<file path="src/rtl/bus_xfer_sequencer.sv">
// Register-to-register move sequencer: queues (src,dst) commands and replays each as DRIVE then LATCH bus phases.
// Optional macro BUS_XFER_ERR_EN adds an err output and drops commands carrying an out-of-range endpoint index.
module bus_xfer_sequencer #(
    parameter int DEPTH = 4,
    parameter int NSEL  = 24,
    parameter int SEL_W = 5
) (
    input  logic                   clk,
    input  logic                   clr,
    input  logic                   cmd_valid,
    output logic                   cmd_ready,
    input  logic [SEL_W-1:0]       cmd_src,
    input  logic [SEL_W-1:0]       cmd_dst,
    input  logic                   hold,
    output logic [NSEL-1:0]        src_out,
    output logic [NSEL-1:0]        dst_in,
    output logic                   done,
    output logic                   busy,
    output logic [$clog2(DEPTH):0] count
`ifdef BUS_XFER_ERR_EN
    ,
    output logic                   err
`endif
);

    localparam int PTR_W = $clog2(DEPTH);
    localparam int CNT_W = PTR_W + 1;

    typedef enum logic [1:0] {
        IDLE  = 2'd0,
        DRIVE = 2'd1,
        LATCH = 2'd2
    } state_t;

    state_t              state_q, state_d;
    logic [SEL_W-1:0]    srcMem_q [DEPTH];
    logic [SEL_W-1:0]    dstMem_q [DEPTH];
    logic [PTR_W-1:0]    rdPtr_q, wrPtr_q;
    logic [CNT_W-1:0]    count_q, count_d;
    logic [SEL_W-1:0]    curSrc_q, curSrc_d;
    logic [SEL_W-1:0]    curDst_q, curDst_d;
    logic [NSEL-1:0]     srcOut_q, srcOut_d;
    logic [NSEL-1:0]     dstIn_q, dstIn_d;
    logic                done_q, done_d;
    logic                push, pop, notEmpty;
    logic [SEL_W-1:0]    headSrc, headDst;
`ifdef BUS_XFER_ERR_EN
    logic                err_q, err_d;
`endif

    function automatic logic [NSEL-1:0] oneHot(input logic [SEL_W-1:0] idx);
        logic [NSEL-1:0] vec;
        vec = '0;
        for (int i = 0; i < NSEL; i++) begin
            vec[i] = (int'(idx) == i);
        end
        return vec;
    endfunction

`ifdef BUS_XFER_ERR_EN
    function automatic logic inRange(input logic [SEL_W-1:0] idx);
        return int'(idx) < NSEL;
    endfunction
`endif

    // Readiness comes only from the registered count, so a full FIFO refuses even when popping.
    assign cmd_ready = (count_q < CNT_W'(DEPTH));
    assign push      = cmd_valid && cmd_ready;
    assign notEmpty  = (count_q != '0);
    assign headSrc   = srcMem_q[rdPtr_q];
    assign headDst   = dstMem_q[rdPtr_q];

    always_ff @(posedge clk) begin
        if (push) begin
            srcMem_q[wrPtr_q] <= cmd_src;
            dstMem_q[wrPtr_q] <= cmd_dst;
        end
    end

    always_comb begin
        count_d = count_q;
        case ({push, pop})
            2'b10:   count_d = count_q + CNT_W'(1);
            2'b01:   count_d = count_q - CNT_W'(1);
            default: count_d = count_q;
        endcase
    end

    always_ff @(posedge clk or posedge clr) begin
        if (clr) begin
            rdPtr_q <= '0;
            wrPtr_q <= '0;
            count_q <= '0;
        end else begin
            count_q <= count_d;
            if (push) wrPtr_q <= wrPtr_q + PTR_W'(1);
            if (pop)  rdPtr_q <= rdPtr_q + PTR_W'(1);
        end
    end

    // Strobes for the coming cycle are computed here so every output leaves a flop.
    always_comb begin
        state_d  = state_q;
        curSrc_d = curSrc_q;
        curDst_d = curDst_q;
        srcOut_d = srcOut_q;
        dstIn_d  = dstIn_q;
        done_d   = 1'b0;
        pop      = 1'b0;
`ifdef BUS_XFER_ERR_EN
        err_d    = 1'b0;
`endif
        case (state_q)
            IDLE, LATCH: begin
                state_d  = IDLE;
                srcOut_d = '0;
                dstIn_d  = '0;
                if (notEmpty && !hold) begin
                    pop      = 1'b1;
                    curSrc_d = headSrc;
                    curDst_d = headDst;
`ifdef BUS_XFER_ERR_EN
                    if (!inRange(headSrc) || !inRange(headDst)) begin
                        err_d = 1'b1;
                    end else begin
                        state_d  = DRIVE;
                        srcOut_d = oneHot(headSrc);
                    end
`else
                    state_d  = DRIVE;
                    srcOut_d = oneHot(headSrc);
`endif
                end
            end
            DRIVE: begin
                if (!hold) begin
                    state_d  = LATCH;
                    srcOut_d = oneHot(curSrc_q);
                    dstIn_d  = oneHot(curDst_q);
                    done_d   = 1'b1;
                end
            end
            default: begin
                state_d  = IDLE;
                srcOut_d = '0;
                dstIn_d  = '0;
            end
        endcase
    end

    always_ff @(posedge clk or posedge clr) begin
        if (clr) begin
            state_q  <= IDLE;
            curSrc_q <= '0;
            curDst_q <= '0;
            srcOut_q <= '0;
            dstIn_q  <= '0;
            done_q   <= 1'b0;
        end else begin
            state_q  <= state_d;
            curSrc_q <= curSrc_d;
            curDst_q <= curDst_d;
            srcOut_q <= srcOut_d;
            dstIn_q  <= dstIn_d;
            done_q   <= done_d;
        end
    end

`ifdef BUS_XFER_ERR_EN
    always_ff @(posedge clk or posedge clr) begin
        if (clr) begin
            err_q <= 1'b0;
        end else begin
            err_q <= err_d;
        end
    end

    assign err = err_q;
`endif

    assign src_out = srcOut_q;
    assign dst_in  = dstIn_q;
    assign done    = done_q;
    assign count   = count_q;
    assign busy    = (state_q != IDLE) || notEmpty;

endmodule

</file>
<file path="config.mk">
export PLATFORM = sky130hd
export DESIGN_NAME = bus_xfer_sequencer
export DESIGN_NICKNAME = d
export VERILOG_FILES = /design/src/rtl/bus_xfer_sequencer.sv
export SDC_FILE = /design/constraint.sdc
export NUM_CORES = 1
export LEC_CHECK = 0
export CAP_MARGIN = 25
export CORE_ASPECT_RATIO = 1.2
export CORE_MARGIN = 5
export CORE_UTILIZATION = 45
export DETAILED_ROUTE_END_ITERATION = 10
export PLACE_DENSITY = 0.69
export SKIP_LAST_GASP = 1
export SYNTH_ARGS = -nofsm -noshare
export SYNTH_HDL_FRONTEND = slang
export SYNTH_SLANG_ARGS = --single-unit
</file>
<file path="constraint.sdc">
create_clock -name clk -period 2.5 [get_ports clk]
set_input_delay 0.5 -clock clk [delete_from_list [all_inputs] [get_ports clk]]
set_output_delay 0.5 -clock clk [all_outputs]
set_load 0.05 [all_outputs]
</file>
After elaboration in Yosys (flattened, before gate mapping)
Memory sizes are Yosys's and may differ from the RTL's. A register that Yosys moved wholly into a read port is not among the register bits.
Cells that the tools add are included.
{"block": "word_totals", "ramBits": 40, "inputBits": 14, "output_inout_bits": 54, "memories": 2, "regBits": 63}
{"block": "op_classes", "order_cmp": 1, "n_eq_ne": 74, "muxes": 15, "reduce_logical": 13, "add_sub_neg": 4}
{"memory": "dstMem_q", "depth": 4, "word_bits": 5, "rd": 1, "rd_ports_with_merged_regs": 1, "write_ports": 1, "line_no": "37", "text": "logic [SEL_W-1:0] dstMem_q [DEPTH];"}
{"memory": "srcMem_q", "depth": 4, "word_bits": 5, "rd": 1, "rd_ports_with_merged_regs": 0, "write_ports": 1, "line_no": "36", "text": "logic [SEL_W-1:0] srcMem_q [DEPTH];"}
{"cell": "5-bit == test, second input constant", "n": 48}
{"cell": "24-bit 2-to-1 mux", "n": 4}
{"cell": "5-bit by 4-bit == test with 1-bit output, second input constant", "n": 12}
{"cell": "24-bit one-hot mux with 2 select lines", "n": 1}
{"cell": "5-bit by 3-bit == test with 1-bit output, second input constant", "n": 6}
{"cell": "5-bit by 2-bit == test with 1-bit output, second input constant", "n": 3}
{"cell": "5-bit zero test", "n": 3}
{"cell": "1-bit 2-to-1 mux", "n": 7}
{"cell": "3-bit one-hot mux with 2 select lines", "n": 1}
{"cell": "2-bit by 1-bit adder with 2-bit output, second input constant", "n": 2}
{"cell": "2-bit by 1-bit == test with 1-bit output, second input constant", "n": 2}
{"cell": "2-bit == test, second input constant", "n": 2}
{"cell": "2-bit one-hot mux with 2 select lines", "n": 1}
{"cell": "2-bit nonzero test", "n": 2}
{"cell": "3-bit by 1-bit adder with 3-bit output, second input constant", "n": 1}
{"cell": "3-bit less-than comparator, second input constant", "n": 1}
{"cell": "3-bit nonzero test", "n": 1}
{"cell": "3-bit by 1-bit subtractor with 3-bit output, second input constant", "n": 1}
{"cell": "1-bit logical AND", "n": 2}
{"cell": "2-bit zero test", "n": 1}
{"cell": "2-bit 2-to-1 mux", "n": 1}
{"cell": "2-bit inequality test, second input constant", "n": 1}
{"cell": "2-bit AND reduction", "n": 1}
{"cell": "2-bit OR reduction", "n": 1}
{"cell": "other kinds (2)", "n": 2}

Logic depth before layout (Yosys ltp)
Gate-level depths: netlist of run 1.
{"block": "logic_depth", "depth_word": 6, "depth_mapped": 10}

Worst setup path before layout of run 1
Ideal clock, no wire load.
{"block": "synth_timing", "path_kind": "register to register", "from": "reg count_q[0] (netlist: count[0])", "to": "reg count_q[2] (netlist: count[2])", "path_slack_ps": 105, "required_ps": 2361, "path_stages_with_launch": 11, "t_arrival_ps": 2256, "cell_sequence": "dfrtp_1 or3_1 nand2_1 inv_1 clkbuf_1 ha_1 inv_1 fa_1 xor2_1 nor2_1 xnor2_1"}
{"block": "synth_via", "elab_chain_cells": 6}
{"item": "from (decl)", "line_no": "39", "text": "logic [CNT_W-1:0] count_q, count_d;"}
{"item": "from (signal assigned)", "line_no": "95", "text": "count_q <= count_d;"}
{"item": "3-bit nonzero test *", "line_no": "69", "text": "assign notEmpty = (count_q != '0);"}
{"item": "1-bit logical AND *", "line_no": "118", "text": "if (notEmpty && !hold) begin"}
{"item": "1-bit 2-to-1 mux *", "line_no": "118"}
{"item": "1-bit 2-to-1 mux *", "line_no": "113", "text": "case (state_q)"}
{"item": "net pop", "line_no": "45", "text": "logic push, pop, notEmpty;"}
{"item": "2-bit by 1-bit == test with 1-bit output / 2-bit == test (equally long branches)", "line_no": "82", "text": "case ({push, pop})"}
{"item": "3-bit one-hot mux with 2 select lines / 2-bit nonzero test (equally long branches)"}
Mark *: on every way through the listed nets, which the timed path passes. The rest lies on a longest branch.
A chain may end at the register's enable or synchronous reset.

Worst setup path after layout of run 1
{"block": "layout_timing", "from": "reg count_q[0] (netlist: count[0])", "to": "out busy"}
{"block": "layout_via", "elab_chain_cells": 2}
{"item": "3-bit nonzero test", "line_no": "69"}
{"item": "1-bit logical OR", "line_no": "185", "text": "assign busy = (state_q != IDLE) || notEmpty;"}
{"item": "to (decl)", "line_no": "18", "text": "output logic busy,"}
No other way between the ends.

==> results of run 1 <==
[cell usage after synthesis, types with 8 or more instances]
| master | instances |
|---|---|
| nand3_1 | 8 |
| dfrtp_1 | 68 |
| clkbuf_1 | 9 |
| edfxtp_1 | 40 |
| mux4_2 | 10 |
| a221o_1 | 24 |
| nand2_1 | 63 |
| inv_1 | 9 |
| o21ai_0 | 26 |
| nor2_1 | 32 |
[kinds of logic after synthesis]
family	after synthesis
AO/OA/AOI/OAI	51
XOR/XNOR	6
adder cells (fa/ha/maj)	6
buffers and inverters	22
flip-flops	108
multiplexers	11
AND/OR/NAND/NOR	137
[power by group through the flow]
stage	clock network (mW)	logic, mW	registers, mW
2_1_floorplan	0	1.21	2.73
3_3_place_gp	0	2.13	2.45
3_5_place_dp	0	2.16	2.47
4_1_cts	1.35	2.17	2.44
5_1_grt	1.42	2.31	2.49
6_report	1.32	2.14	2.43
[cell usage in the layout (no fill, tap or decap), types with 2 or more instances in the layout]
cell type,instances
inv_1,8
a221o_1,24
nand2_1,63
nor3b_1,3
nor2_1,32
clkbuf_8,2
o21ai_0,26
nor2b_1,5
edfxtp_1,40
clkdlybuf4s50_1,66
nand3b_1,4
dfrtp_1,68
or2_2,2
buf_4,15
xnor2_1,5
nor2_2,2
nand2b_1,3
and2_1,5
nand3_1,8
or3_1,3
clkbuf_16,9
ha_1,5
mux4_2,10
[worst register-to-register path, delay by kind of cell, from the launching register on]
kind	cells	cell delay [ns]
AND/OR/NAND/NOR	2	0.75
flip-flops	1	0.58
multiplexers	1	0.58
AO/OA/AOI/OAI	1	0.20
[final cells by class]
| type | count | area, um2 |
|---|---|---|
| flip-flops and latches | 108 | 2900 |
| well taps | 123 | 154 |
| clock inverters | 3 | 20.0 |
| fillers | 754 | 3960 |
| inverters | 9 | 33.8 |
| multi-input cells | 211 | 1390 |
| clock buffers | 13 | 262 |
| repair buffers | 82 | 793 |
[registers in the layout, indices dropped and copies added, names as in the netlist]
register	cells
rdPtr_q	2
dst_in	24
done	1
curDst_q	5
curSrc_q	5
state_q	2
wrPtr_q	2
count	3
srcMem_q	20
dstMem_q	20
src_out	24
[layer usage]
| layer | GRT usage [%] | share of wire [%] |
|---|---|---|
| met5 | 0 | 0 |
| met4 | 7.16 | 1.8 |
| met3 | 3.12 | 4.3 |
| met2 | 24.9 | 51 |
| met1 | 21.4 | 43 |
[final timing paths]
path                       cells past startpoint           to       start
hold / removal                                 2    dst_in[6]   dst_in[6]
setup / recovery                               3         busy    count[0]
min in group asynchronous                      3   src_out[0]         clr
setup reg to reg                               4  src_out[12]  rdPtr_q[0]
max in group asynchronous                      3   state_q[1]         clr
hold reg to reg                                2    dst_in[6]   dst_in[6]
==> impl_metrics.csv, run 1 <==
group,metric,value,unit
clock_tree,cts_root_buffer,"clkbuf_16",
floorplanning,die-area,11800,um2
clock_tree,h-tree-depth,3,
detailed_routing,drc,0,
worst_setup_path,cp.required,2.00,ns
pwr,leakage,2.26,nW
pwr,ir_worst_vdd,0.553,mV
pwr,switchingPower,2.19,mW
floorplanning,fp.dieH,118,um
clock_tree,cts_resized,0,
worst_setup_path,crit_buf_inv,1,
synth,synth_nets,361,
detailed_routing,drt_wl_total,8810,um
pwr,p_int,3.71,mW
timing,relSlewSlack,63.4,%
synth,synth-compound-area-share,8.61,%
grt,grt_pass1_wl,14700,um
timing,finalCriticalPeriod,2.21,ns
placed_design,pre_cts_slack,0.196,ns
clock_tree,cts_tree,"yes",
layout,final_layout_size_suffix_gt1_share,11.7,%
synth,synth_cell_type_count,34,
placed_design,placed_cells,533,
detailed_routing,avgViaCountPerCell,5.20,
clock_tree,post_cts_buffers,0,
floorplanning,boundaryPins,68,
timing,setup_tns,0,ns
grt,grt_max_degree,69,
clock_tree,cts.sinks,108,
synth,synth_top_family_by_area,"simple AND/OR/NAND/NOR gates",
worst_setup_path,crit_chain,"or3_1 > or3_1 > buf_4",
clock_tree,clockBufferDepth,2,
placed_design,dp.final_hpwl,6280,um
pwr,seqPwrFrac,41.2,%
worst_setup_path,critPathCaptureType,"primary output",
layout,nets,441,
worst_setup_path,crit_type,"register to primary output",
worst_setup_path,cp.arrival,1.71,ns
timing,setup_viol,0,
timing,hold_slack,0.482,ns
job,drv_cap,0,
floorplanning,row_count,39,
clock_tree,numCtsBuffers,9,
synth,synthTopCellsByArea,"dfrtp_1 39%, edfxtp_1 27%, a221o_1 5.5%",
synth,syn_area,4390,um2
synth,synthAdderAreaFrac,1.88,%
layout,utilization,58.4,%
synth,synth_edf_count,40,
floorplanning,design.core.area,9520,um2
pwr,cellPowerDensity,1060,nW/um2
synth,synth_seq_cells,108,
detailed_routing,drt_first_pass_iters,4,
detailed_routing,ant_nets,0,
worst_setup_path,max_stage_delay,0.44,ns
grt,grt_usage,15.9,%
worst_setup_path,cpMostUsedCell,"or3_1",
worst_setup_path,crit_family,"simple AND/OR/NAND/NOR gates",
worst_setup_path,reg2reg_slack,0.34,ns
synth,synth-simple-area-share,14.7,%
detailed_routing,num_vias,2853,
synth,synth_mux_area_share,5.36,%
pwr,power,5.90,mW
grt,grt-ovfl-total,0,
timing,fmax,453,MHz
layout,syn2layout_area_growth,26.7,%
timing,setup_ws,0.293,ns
floorplanning,die_w,100,um
grt,grt_pass1_vias,2874,
pwr,power_frac_clock,22.4,%
placed_design,place_congestion,0.803,
synth,yosys.area.top_type_share,38.8,%
timing,post-route-period-util,88.3,%
placed_design,dpl_cell_area,5280,um2
worst_setup_path,crit_slowest_cell,"dfrtp_1",
layout,fin_cells,549,
clock_tree,clkLatencyLatePin,0.34,ns
floorplanning,start_util,46.1,%
clock_tree,holdBufCountCts,0,
worst_hold_path,hold_class,"register to register",
synth,synthCells,341,
synth,synth_xor_area_share,1.20,%
detailed_routing,wire_per_inst,16.0,um
synth,syn_avg_cell_area,12.9,um2
detailed_routing,drt_iter0_drc,159,
placed_design,port_buffers,67,
outcome,status,"finished, final reports clean",
timing,hold_viol,0,
worst_setup_path,worst_setup_path_start_kind,"register",
synth,synth_largest_area_cell,"dfrtp_1",
synth,ys.warnings.count,0,
layout,antenna_cells,0,
synth,synthArstFlopShare,63.0,%
timing,rsz0062_at_grt,"false",
synth,synthFlopType,"dfrtp_1",
worst_setup_path,worstPathMaxFanout,5,
clock_tree,worst_setup_hold_path_clk_slew,0.07,ns
grt,antenna_found_initial,0,
pwr,combPwrFrac,36.3,%
timing,skew,0.00582,ns
layout,design_area,5560,um2
timing,worst_pin_slew,0.547,ns
timing,drv_slew,0,
pwr,switching_share,37.1,%
synth,seq_area_frac_synth,66.2,%
Note: power is estimated with default switching activity, not from simulation.
==> run 2, diff against run 1 <==
PLACE_DENSITY = 0.71   (was 0.69)
clock period = 1.85 ns   (was 2.5 ns; I/O delays follow)
==> run 2 against run 1 <==
The flow now finishes with violations (negative setup slack). Register-to-register slack lost 0.40 ns. Critical endpoint unchanged. Final cell count grew 3.8%. Sequential power grew 34%. Critical path type unchanged. Combinational power grew 71%. Count of clock-buffer cells in the layout shrank 1. Wire length grew 6.8%. Largest cell class unchanged. Critical path depth is the same. Worst setup slack lost 0.44 ns. Sequential share of layout area shrank 2.2 points. Global-route usage grew 0.98 points.
==> impl_metrics.csv, run 2 (synthesis results as in run 1) <==
group,metric,value,unit
outcome,status,"finished with violations",
outcome,violations,"negative setup slack",
worst_setup_path,critPathCaptureType,"primary output",
timing,hold_slack,0.397,ns
clock_tree,cts_tree,"yes",
timing,finalCriticalPeriod,2.00,ns
floorplanning,die-area,11800,um2
grt,grt_pass1_vias,3121,
job,drv_cap,0,
timing,drv_slew,0,
detailed_routing,drc,0,
worst_setup_path,worst_setup_path_start_kind,"register",
floorplanning,boundaryPins,68,
grt,grt_max_degree,28,
floorplanning,row_count,39,
clock_tree,h-tree-depth,3,
timing,hold_viol,0,
worst_setup_path,cp.arrival,1.63,ns
worst_setup_path,crit_chain,"or3_4 > or3_4 > buf_8",
clock_tree,holdBufCountCts,0,
worst_setup_path,worstPathMaxFanout,2,
timing,skew,0.00712,ns
timing,rsz0062_at_grt,"true",
layout,design_area,5820,um2
grt,grt_usage,16.8,%
detailed_routing,drt_iter0_drc,127,
timing,fmax,500,MHz
placed_design,port_buffers,67,
clock_tree,cts.sinks,108,
layout,fin_cells,570,
clock_tree,worst_setup_hold_path_clk_slew,0.07,ns
floorplanning,fp.dieH,118,um
clock_tree,clkLatencyLatePin,0.35,ns
worst_setup_path,cpMostUsedCell,"or3_4",
clock_tree,cts_root_buffer,"clkbuf_16",
placed_design,place_congestion,0.816,
detailed_routing,num_vias,2967,
layout,syn2layout_area_growth,32.6,%
timing,post-route-period-util,108,%
layout,final_common_cell,"buf_4",
floorplanning,start_util,46.1,%
pwr,ir_worst_vdd,0.715,mV
worst_setup_path,cp.required,1.48,ns
layout,final_layout_size_suffix_gt1_share,32.2,%
detailed_routing,drt_wl_total,9410,um
layout,antenna_cells,0,
placed_design,dpl_cell_area,5400,um2
timing,relSlewSlack,67.9,%
pwr,leakage,2.50,nW
grt,grt_pass1_wl,15700,um
timing,setup_ws,-0.152,ns
layout,nets,462,
timing,setup_viol,19,
timing,worst_pin_slew,0.481,ns
worst_setup_path,crit_slowest_cell,"dfrtp_2",
placed_design,placed_cells,549,
clock_tree,clockBufferDepth,2,
worst_hold_path,hold_class,"primary input to asynchronous set/reset pin",
detailed_routing,avgViaCountPerCell,5.21,
layout,layout_common_cells,"76 x buf_4, 63 x dfrtp_1, 61 x nand2_1",
clock_tree,numCtsBuffers,9,
detailed_routing,ant_nets,0,
placed_design,dp.final_hpwl,6550,um
grt,antenna_found_initial,0,
pwr,cellPowerDensity,1500,nW/um2
floorplanning,die_w,100,um
worst_setup_path,max_stage_delay,0.40,ns
detailed_routing,drt_first_pass_iters,4,
worst_setup_path,crit_type,"register to primary output",
grt,grt-ovfl-total,0,
detailed_routing,wire_per_inst,16.5,um
floorplanning,design.core.area,9520,um2
[run 2: changes by cell type in the layout (fill, tap and decap cells not counted), sizes merged]
cell           delta
buf              +74
clkdlybuf4s50    -53
clkinvlp          +2
clkbuf            -1
inv               -1
[run 2: path summary, 6_finish.rpt]
check | slack [ns] | cells after the start | from | end
setup reg to reg | -0.06 | 5 | rdPtr_q[0] | src_out[5]
hold reg to reg | 0.48 | 2 | dst_in[9] | dst_in[9]
max in group asynchronous | 0.97 | 3 | clr | count[0]
min in group clk | 0.48 | 2 | dst_in[9] | dst_in[9]
setup / recovery | -0.15 | 3 | count[1] | busy
hold / removal | 0.40 | 2 | clr | curSrc_q[0]
[run 2: per-layer routing]
layer,vias to the layer above,GRT usage [%],routed length (um)
li1,1421,-,-
met1,1450,21.3,3890
met2,83,27.5,4870
met3,13,4.01,504
met4,0,7.41,148
met5,-,0,0
[run 2: cell type report]
type | count | area, um2
clock inverter | 4 | 23.8
multi-input combinational | 211 | 1490
sequential | 108 | 2910
timing repair buffer | 103 | 950
clock buffer | 12 | 256
inverter | 9 | 37.5
fill | 755 | 3700
tap | 123 | 154
[run 2: worst max-delay path: cells and delay by family, from the launching register on]
kind | cells | cell delay (ns)
AND/OR/NAND/NOR | 2 | 0.72
flip-flops | 1 | 0.40
buffers and inverters | 1 | 0.16
[run 2: per-stage QoR]
step | TNS (ns) | utilization, % | power, mW | setup WS [ns]
detailed placement | -5.72 | 56.7 | 6.61 | -0.317
global placement | -5.48 | 56.7 | 6.53 | -0.292
floorplan | -0.343 | - | 5.39 | -0.161
CTS | -1.83 | 60.8 | 8.68 | -0.165
finish | -0.993 | 61.1 | 8.70 | -0.152
global route | -2.46 | 61.1 | 9.18 | -0.191
[run 2: what timing repair did]
action                                  4_1_cts  5_1_grt
endpoints found under the setup margin       26       29
setup buffers                                 7        1
pin swaps                                    10        9
cloned                                        0        0
resized for setup                            18        7
[run 2: where the power goes]
| part | switching, mW | internal [mW] |
|---|---|---|
| clock network | 0.820 | 0.983 |
| registers | 0.312 | 2.94 |
| logic | 2.09 | 1.56 |
| total | 3.22 | 5.48 |
